[src/rtl/alu_op_sequencer_if.sv]
// alu_op_sequencer_if: request, external-write, ALU and response signals of
// the ALU operation sequencer. The master modport is the controller/ALU side;
// the slave modport is the sequencer itself.
interface alu_op_sequencer_if #(
  parameter int DATA_W = 16,
  parameter int NREGS  = 8
);
  localparam int IW = $clog2(NREGS);

  logic              req_valid;
  logic              req_ready;
  logic [1:0]        req_op;
  logic [IW-1:0]     req_rn;
  logic [IW-1:0]     req_rm;
  logic [IW-1:0]     req_rd;
  logic              req_wb;
  logic [1:0]        req_shift;

  logic              wr_en;
  logic [IW-1:0]     wr_addr;
  logic [DATA_W-1:0] wr_data;

  logic [DATA_W-1:0] alu_ain;
  logic [DATA_W-1:0] alu_bin;
  logic [1:0]        alu_op;
  logic [DATA_W-1:0] alu_out;
  logic [2:0]        alu_status;

  logic              rsp_valid;
  logic              rsp_ready;
  logic [DATA_W-1:0] rsp_result;
  logic [2:0]        rsp_status;
  logic              busy;

  modport master (
    output req_valid, req_op, req_rn, req_rm, req_rd, req_wb, req_shift,
    input  req_ready,
    output wr_en, wr_addr, wr_data,
    input  alu_ain, alu_bin, alu_op,
    output alu_out, alu_status,
    input  rsp_valid, rsp_result, rsp_status, busy,
    output rsp_ready
  );

  modport slave (
    input  req_valid, req_op, req_rn, req_rm, req_rd, req_wb, req_shift,
    output req_ready,
    input  wr_en, wr_addr, wr_data,
    output alu_ain, alu_bin, alu_op,
    input  alu_out, alu_status,
    output rsp_valid, rsp_result, rsp_status, busy,
    input  rsp_ready
  );
endinterface

[src/rtl/alu_op_sequencer.sv]
// alu_op_sequencer: multi-cycle initiator for a combinational ALU. Reads two
// operands from an internal register file, issues them with an opcode,
// captures result/status, optionally writes back and returns a response.
// Optional macro ALU_SEQ_SHIFTER_EN: shift the B operand in LOADB by req_shift.
module alu_op_sequencer #(
  parameter int DATA_W = 16,
  parameter int NREGS  = 8
) (
  input  logic              clk,
  input  logic              reset,
  alu_op_sequencer_if.slave bus
);
  localparam int IW = $clog2(NREGS);

  typedef enum logic [2:0] {
    IDLE  = 3'd0,
    LOADA = 3'd1,
    LOADB = 3'd2,
    EXEC  = 3'd3,
    WRITE = 3'd4,
    RESP  = 3'd5
  } state_t;

  state_t            state_q, state_d;
  logic [DATA_W-1:0] a_q, a_d;
  logic [DATA_W-1:0] b_q, b_d;
  logic [DATA_W-1:0] c_q, c_d;
  logic [1:0]        op_q, op_d;
  logic [IW-1:0]     rn_q, rn_d;
  logic [IW-1:0]     rm_q, rm_d;
  logic [IW-1:0]     rd_q, rd_d;
  logic              wb_q, wb_d;
  logic [2:0]        status_q, status_d;
  logic [DATA_W-1:0] rf_q [NREGS];
  logic [DATA_W-1:0] rf_d [NREGS];
  logic [DATA_W-1:0] b_load;

`ifdef ALU_SEQ_SHIFTER_EN
  logic [1:0]        shift_q, shift_d;

  function automatic logic [DATA_W-1:0] shift_b(input logic [DATA_W-1:0] v,
                                                 input logic [1:0]        code);
    case (code)
      2'b01:   return {v[DATA_W-2:0], 1'b0};
      2'b10:   return {1'b0, v[DATA_W-1:1]};
      2'b11:   return {v[DATA_W-1], v[DATA_W-1:1]};
      default: return v;
    endcase
  endfunction

  // B operand as loaded in LOADB: register rm shifted by the latched code
  always_comb begin
    b_load = shift_b(rf_q[rm_q], shift_q);
  end
`else
  logic unused_shift;
  assign unused_shift = ^bus.req_shift;

  // B operand as loaded in LOADB: register rm unshifted
  always_comb begin
    b_load = rf_q[rm_q];
  end
`endif

  // Next-state, operand/result capture and register-file update
  always_comb begin
    state_d  = state_q;
    a_d      = a_q;
    b_d      = b_q;
    c_d      = c_q;
    op_d     = op_q;
    rn_d     = rn_q;
    rm_d     = rm_q;
    rd_d     = rd_q;
    wb_d     = wb_q;
    status_d = status_q;
    rf_d     = rf_q;
`ifdef ALU_SEQ_SHIFTER_EN
    shift_d  = shift_q;
`endif
    case (state_q)
      IDLE: begin
        // an external write takes the cycle; req_ready is low so no accept
        if (bus.wr_en) begin
          rf_d[bus.wr_addr] = bus.wr_data;
        end else if (bus.req_valid) begin
          op_d    = bus.req_op;
          rn_d    = bus.req_rn;
          rm_d    = bus.req_rm;
          rd_d    = bus.req_rd;
          wb_d    = bus.req_wb;
`ifdef ALU_SEQ_SHIFTER_EN
          shift_d = bus.req_shift;
`endif
          state_d = LOADA;
        end
      end
      LOADA: begin
        a_d     = rf_q[rn_q];
        state_d = LOADB;
      end
      LOADB: begin
        b_d     = b_load;
        state_d = EXEC;
      end
      EXEC: begin
        c_d      = bus.alu_out;
        status_d = bus.alu_status;
        state_d  = WRITE;
      end
      WRITE: begin
        if (wb_q) begin
          rf_d[rd_q] = c_q;
        end
        state_d = RESP;
      end
      RESP: begin
        if (bus.rsp_ready) begin
          state_d = IDLE;
        end
      end
      default: state_d = IDLE;
    endcase
  end

  // State and datapath registers with synchronous reset
  always_ff @(posedge clk) begin
    if (reset) begin
      state_q  <= IDLE;
      a_q      <= '0;
      b_q      <= '0;
      c_q      <= '0;
      op_q     <= '0;
      rn_q     <= '0;
      rm_q     <= '0;
      rd_q     <= '0;
      wb_q     <= 1'b0;
      status_q <= '0;
      rf_q     <= '{default: '0};
`ifdef ALU_SEQ_SHIFTER_EN
      shift_q  <= '0;
`endif
    end else begin
      state_q  <= state_d;
      a_q      <= a_d;
      b_q      <= b_d;
      c_q      <= c_d;
      op_q     <= op_d;
      rn_q     <= rn_d;
      rm_q     <= rm_d;
      rd_q     <= rd_d;
      wb_q     <= wb_d;
      status_q <= status_d;
      rf_q     <= rf_d;
`ifdef ALU_SEQ_SHIFTER_EN
      shift_q  <= shift_d;
`endif
    end
  end

  // Outputs decoded from state and the held registers
  always_comb begin
    bus.req_ready  = (state_q == IDLE) && !bus.wr_en;
    bus.busy       = (state_q != IDLE);
    bus.rsp_valid  = (state_q == RESP);
    bus.rsp_result = c_q;
    bus.rsp_status = status_q;
    bus.alu_ain    = a_q;
    bus.alu_bin    = b_q;
    bus.alu_op     = op_q;
  end
endmodule

[src/flat_wrapper.sv]
// flat-port wrapper written by rule: the top's interface ports become plain ports
module alu_op_sequencer_flat 
#(
  parameter int DATA_W = 16,
  parameter int NREGS  = 8
)
  (clk, reset, bus_req_valid, bus_req_op, bus_req_rn, bus_req_rm, bus_req_rd, bus_req_wb, bus_req_shift, bus_req_ready, bus_wr_en, bus_wr_addr, bus_wr_data, bus_alu_ain, bus_alu_bin, bus_alu_op, bus_alu_out, bus_alu_status, bus_rsp_valid, bus_rsp_result, bus_rsp_status, bus_busy, bus_rsp_ready);
  alu_op_sequencer_if #(.DATA_W(DATA_W), .NREGS(NREGS)) bus_i ();
  input  logic clk;
  input  logic reset;
  input wire logic [$bits(bus_i.req_valid)-1:0] bus_req_valid;
  input wire logic [$bits(bus_i.req_op)-1:0] bus_req_op;
  input wire logic [$bits(bus_i.req_rn)-1:0] bus_req_rn;
  input wire logic [$bits(bus_i.req_rm)-1:0] bus_req_rm;
  input wire logic [$bits(bus_i.req_rd)-1:0] bus_req_rd;
  input wire logic [$bits(bus_i.req_wb)-1:0] bus_req_wb;
  input wire logic [$bits(bus_i.req_shift)-1:0] bus_req_shift;
  output wire logic [$bits(bus_i.req_ready)-1:0] bus_req_ready;
  input wire logic [$bits(bus_i.wr_en)-1:0] bus_wr_en;
  input wire logic [$bits(bus_i.wr_addr)-1:0] bus_wr_addr;
  input wire logic [$bits(bus_i.wr_data)-1:0] bus_wr_data;
  output wire logic [$bits(bus_i.alu_ain)-1:0] bus_alu_ain;
  output wire logic [$bits(bus_i.alu_bin)-1:0] bus_alu_bin;
  output wire logic [$bits(bus_i.alu_op)-1:0] bus_alu_op;
  input wire logic [$bits(bus_i.alu_out)-1:0] bus_alu_out;
  input wire logic [$bits(bus_i.alu_status)-1:0] bus_alu_status;
  output wire logic [$bits(bus_i.rsp_valid)-1:0] bus_rsp_valid;
  output wire logic [$bits(bus_i.rsp_result)-1:0] bus_rsp_result;
  output wire logic [$bits(bus_i.rsp_status)-1:0] bus_rsp_status;
  output wire logic [$bits(bus_i.busy)-1:0] bus_busy;
  input wire logic [$bits(bus_i.rsp_ready)-1:0] bus_rsp_ready;
  assign bus_i.req_valid = bus_req_valid;
  assign bus_i.req_op = bus_req_op;
  assign bus_i.req_rn = bus_req_rn;
  assign bus_i.req_rm = bus_req_rm;
  assign bus_i.req_rd = bus_req_rd;
  assign bus_i.req_wb = bus_req_wb;
  assign bus_i.req_shift = bus_req_shift;
  assign bus_req_ready = bus_i.req_ready;
  assign bus_i.wr_en = bus_wr_en;
  assign bus_i.wr_addr = bus_wr_addr;
  assign bus_i.wr_data = bus_wr_data;
  assign bus_alu_ain = bus_i.alu_ain;
  assign bus_alu_bin = bus_i.alu_bin;
  assign bus_alu_op = bus_i.alu_op;
  assign bus_i.alu_out = bus_alu_out;
  assign bus_i.alu_status = bus_alu_status;
  assign bus_rsp_valid = bus_i.rsp_valid;
  assign bus_rsp_result = bus_i.rsp_result;
  assign bus_rsp_status = bus_i.rsp_status;
  assign bus_busy = bus_i.busy;
  assign bus_i.rsp_ready = bus_rsp_ready;
  alu_op_sequencer #(.DATA_W(DATA_W), .NREGS(NREGS)) u_core (.clk(clk), .reset(reset), .bus(bus_i));
endmodule
[config.mk]
export PLATFORM = sky130hd
export DESIGN_NAME = alu_op_sequencer_flat
export DESIGN_NICKNAME = d
export VERILOG_FILES = /design/src/rtl/alu_op_sequencer_if.sv /design/src/rtl/alu_op_sequencer.sv /design/src/flat_wrapper.sv
export SDC_FILE = /design/constraint.sdc
export NUM_CORES = 1
export LEC_CHECK = 0
export BUFFER_PORTS_ARGS = -buffer_cell sky130_fd_sc_hd__buf_2
export CAP_MARGIN = 15
export CORE_MARGIN = 2
export CORE_UTILIZATION = 30
export DETAILED_ROUTE_END_ITERATION = 7
export HOLD_SLACK_MARGIN = 0.02
export SKIP_LAST_GASP = 1
export SYNTH_ARGS = -nofsm -noshare
export SYNTH_HDL_FRONTEND = slang
export SYNTH_SLANG_ARGS = --single-unit
[constraint.sdc]
create_clock -name clk -period 5.3 [get_ports clk]
set_clock_uncertainty 0.2 [all_clocks]
set_input_delay 1.06 -clock clk [delete_from_list [all_inputs] [get_ports clk]]
set_output_delay 1.06 -clock clk [all_outputs]
set_load 0.01 [all_outputs]
==> metrics.yaml <==
run_status:
  run_status: "completed"
global_route:
  grt.overflow.total: 0
  grtUsageTotal_pct: 21.4
  grt_max_degree: 129
  antenna_found_initial: 1
  grt_pass1_vias: 10383
  grt_pass1_wl_mm: 65.4
floorplanning:
  dieArea_sq_um: 40000
  io_pins: 113
  die_width_um: 200
  core_area_sq_um: 37800
  start_util_pct: 30.5
  die_y_um: 200
  rows: 71
setup_path:
  arrival_ns: 3.68
  cp_max_fo: 49
  reg2reg_to: "u_core.rf_q[37]"
  rr_worst_depth: 5
  cpMaxStageDelayCell: "and2_1"
  start_kind: "flip-flop"
  cp-end-kind: "flip-flop"
  slowest_delay_ns: 0.94
  timing.reg2reg.setup_slack_ns: 1.69
  r2r_start: "u_core.state_q[1]"
  cp.buffers_inverters: 1
  path_cells: "or3b_4 > mux2i_2 > buf_4 > and2_1 > a311oi_1"
  crit_cells: 5
  cp.required_ns: 5.36
  cp-startpoint: "u_core.state_q[1]"
  crit_type: "flip-flop to flip-flop"
  cpLargestDelayFamily: "simple AND/OR/NAND/NOR gates"
  crit_end: "u_core.rf_q[37]"
worst_hold_path:
  hold_path_class: "flip-flop to flip-flop"
placed_design:
  globalplace.congestion: 0.799
  dp.cells: 1663
  port_buffers: 110
  placed_area_sq_um: 12200
  post-dp-hpwl_mm: 24.3
power_and_ir_drop:
  p_leak_nw: 3.84
  ir_worst_vdd_v: 0.000171
  p_per_area_nw_per_um2: 273
logic_synthesis:
  yosys_warnings: 0
  async_flop_share_pct: 0
  synthFlopType: "dfxtp_1"
  synth-seq-cells: 194
  synth_seq_area_share_pct: 33.7
  syn-num-nets: 1286
  avgSynthCellArea_sq_um: 9.37
  synth_cell_types: 34
  netlist_area_sq_um: 11500
  synth_edf_count: 0
  syn-instance-count: 1229
clocking:
  clkTransAtPathRegs_ns: 0.08
  cts_buffer_depth: 2
  worstSkewPairLatency_ns: 0.45
  cts_max_level: 4
  ctsHoldBuffers: 0
  postCtsSetupBuffers: 0
  cts_root_buffer: "clkbuf_16"
  post_cts_resized: 0
  cts_buffers: 17
  cts_tree: "done"
  cts.sinks: 194
cells_and_area:
  final_net_count: 1229
  final_common_cell: "dfxtp_1"
  stdcell_count: 1697
  stdcell_area_sq_um: 12800
  syn_to_final_growth_pct: 10.8
  most-common-layout-cells: "dfxtp_1, a21oi_1, nand4_1, nand4b_1, buf_2"
  postLayoutCoreUtil_pct: 33.8
  layout-drive-gt1-share_pct: 25.1
route:
  drc: 0
  avgRoutedWirePerCell_um: 25.5
  drt_first_iter_violations: 1318
  vias: 11003
  ant_nets: 0
  drt-total-wl_mm: 43.2
  via_per_inst: 6.48
  dr.pass1.iters: 6
sta:
  timing.hold.ws_ns: 0.234
  setup_tns_ns: 0
  period_share_pct: 68.2
  drv_slew: 0
  hold_violations: 0
  post-route-min-period_ns: 3.61
  max_freq_mhz: 277
  setup_viol: 0
  slew_headroom_pct: 19.1
  tightest_slew_ns: 1.21
  rsz0062_at_grt: "false"
run:
  cap_violations: 0
==> Yosys cell counts, types with 3 or more instances <==
cell / instances / area, sq um
nor2b_1: 4 / 25.0
nor3b_1: 9 / 67.6
dfxtp_1: 194 / 3880
nand3b_1: 7 / 52.6
mux2i_2: 4 / 55.1
a22oi_1: 32 / 240
mux2i_1: 13 / 130
nor3_1: 3 / 15.0
nand4_1: 128 / 801
and2_1: 10 / 62.6
buf_6: 5 / 56.3
buf_2: 24 / 120
a311oi_1: 88 / 771
mux2_4: 4 / 60.1
buf_1: 34 / 128
nand2_1: 104 / 390
mux4_2: 64 / 1440
clkbuf_1: 150 / 563
a21oi_1: 151 / 756
nor2_1: 19 / 71.3
a311oi_2: 40 / 601
nand4b_1: 128 / 1120
==> worst min path at each step <==
stage | to | cells past startpoint | startpoint | slack (ns)
4_1_cts | u_core.bus.alu_bin[0] | 2 | u_core.bus.alu_bin[0] | 0.24
3_5_place_dp | u_core.bus.alu_bin[0] | 2 | u_core.bus.alu_bin[0] | 0.23
2_1_floorplan | u_core.bus.alu_ain[0] | 2 | u_core.bus.alu_ain[0] | 0.26
6_report | u_core.bus.alu_bin[0] | 2 | u_core.bus.alu_bin[0] | 0.23
3_3_place_gp | u_core.bus.alu_ain[12] | 2 | u_core.bus.alu_ain[12] | 0.23
5_1_grt | u_core.bus.alu_bin[6] | 2 | u_core.bus.alu_bin[6] | 0.25
==> worst min-delay path, stage by stage, from the launching register on <==
cell and delay (ns):
dfxtp_1 0.31, nand2_1 0.05, nand2_1 0.04
==> flip-flops by register name, indices dropped and copies added (netlist names) <==
signal,flops
u_core.rf_q,128
u_core.bus.alu_ain,16
u_core.bus.alu_bin,16
u_core.bus.rsp_result,16
u_core.bus.rsp_status,3
u_core.rd_q,3
u_core.rm_q,3
u_core.rn_q,3
u_core.state_q,3
u_core.bus.alu_op,2
u_core.wb_q,1
==> cell type report <==
| cell class | count | area, sq um |
|---|---|---|
| multi-input cells | 821 | 6850 |
| clock inverters | 15 | 163 |
| diodes | 1 | 2.50 |
| well taps | 511 | 639 |
| fillers | 3828 | 25000 |
| repair buffers | 137 | 785 |
| inverters | 1 | 3.75 |
| clock buffers | 17 | 425 |
| flip-flops and latches | 194 | 3890 |
==> per-stage QoR <==
step	setup WS, ns	power (mW)
2_1_floorplan	2.59	1.97
3_3_place_gp	1.76	2.14
3_5_place_dp	1.74	2.15
4_1_cts	1.83	3.48
5_1_grt	1.59	3.59
6_report	1.69	3.48
==> report_power, final <==
group / switching [mW] / internal, mW
sequential: 0.0848 / 1.51
combinational: 0.344 / 0.194
clock: 0.672 / 0.675
==> metal layers <==
metal	vias to the layer above	GRT usage [%]	routed length, um
met5	-	0	0
met4	0	9.25	1480
met3	105	4.39	4350
met2	675	32.9	19500
met1	5440	29.2	17900
li1	4783	-	-
==> cell families after synthesis <==
kind of cell | count (synthesis) | share of synthesized area [%]
AO/OA/AOI/OAI | 313 | 20.7
XOR/XNOR | 1 | 0.0761
buffers and inverters | 214 | 7.56
flip-flops | 194 | 33.7
multiplexers | 85 | 14.6
AND/OR/NAND/NOR | 422 | 23.3
No activity file was read; power rests on OpenSTA's default activity.
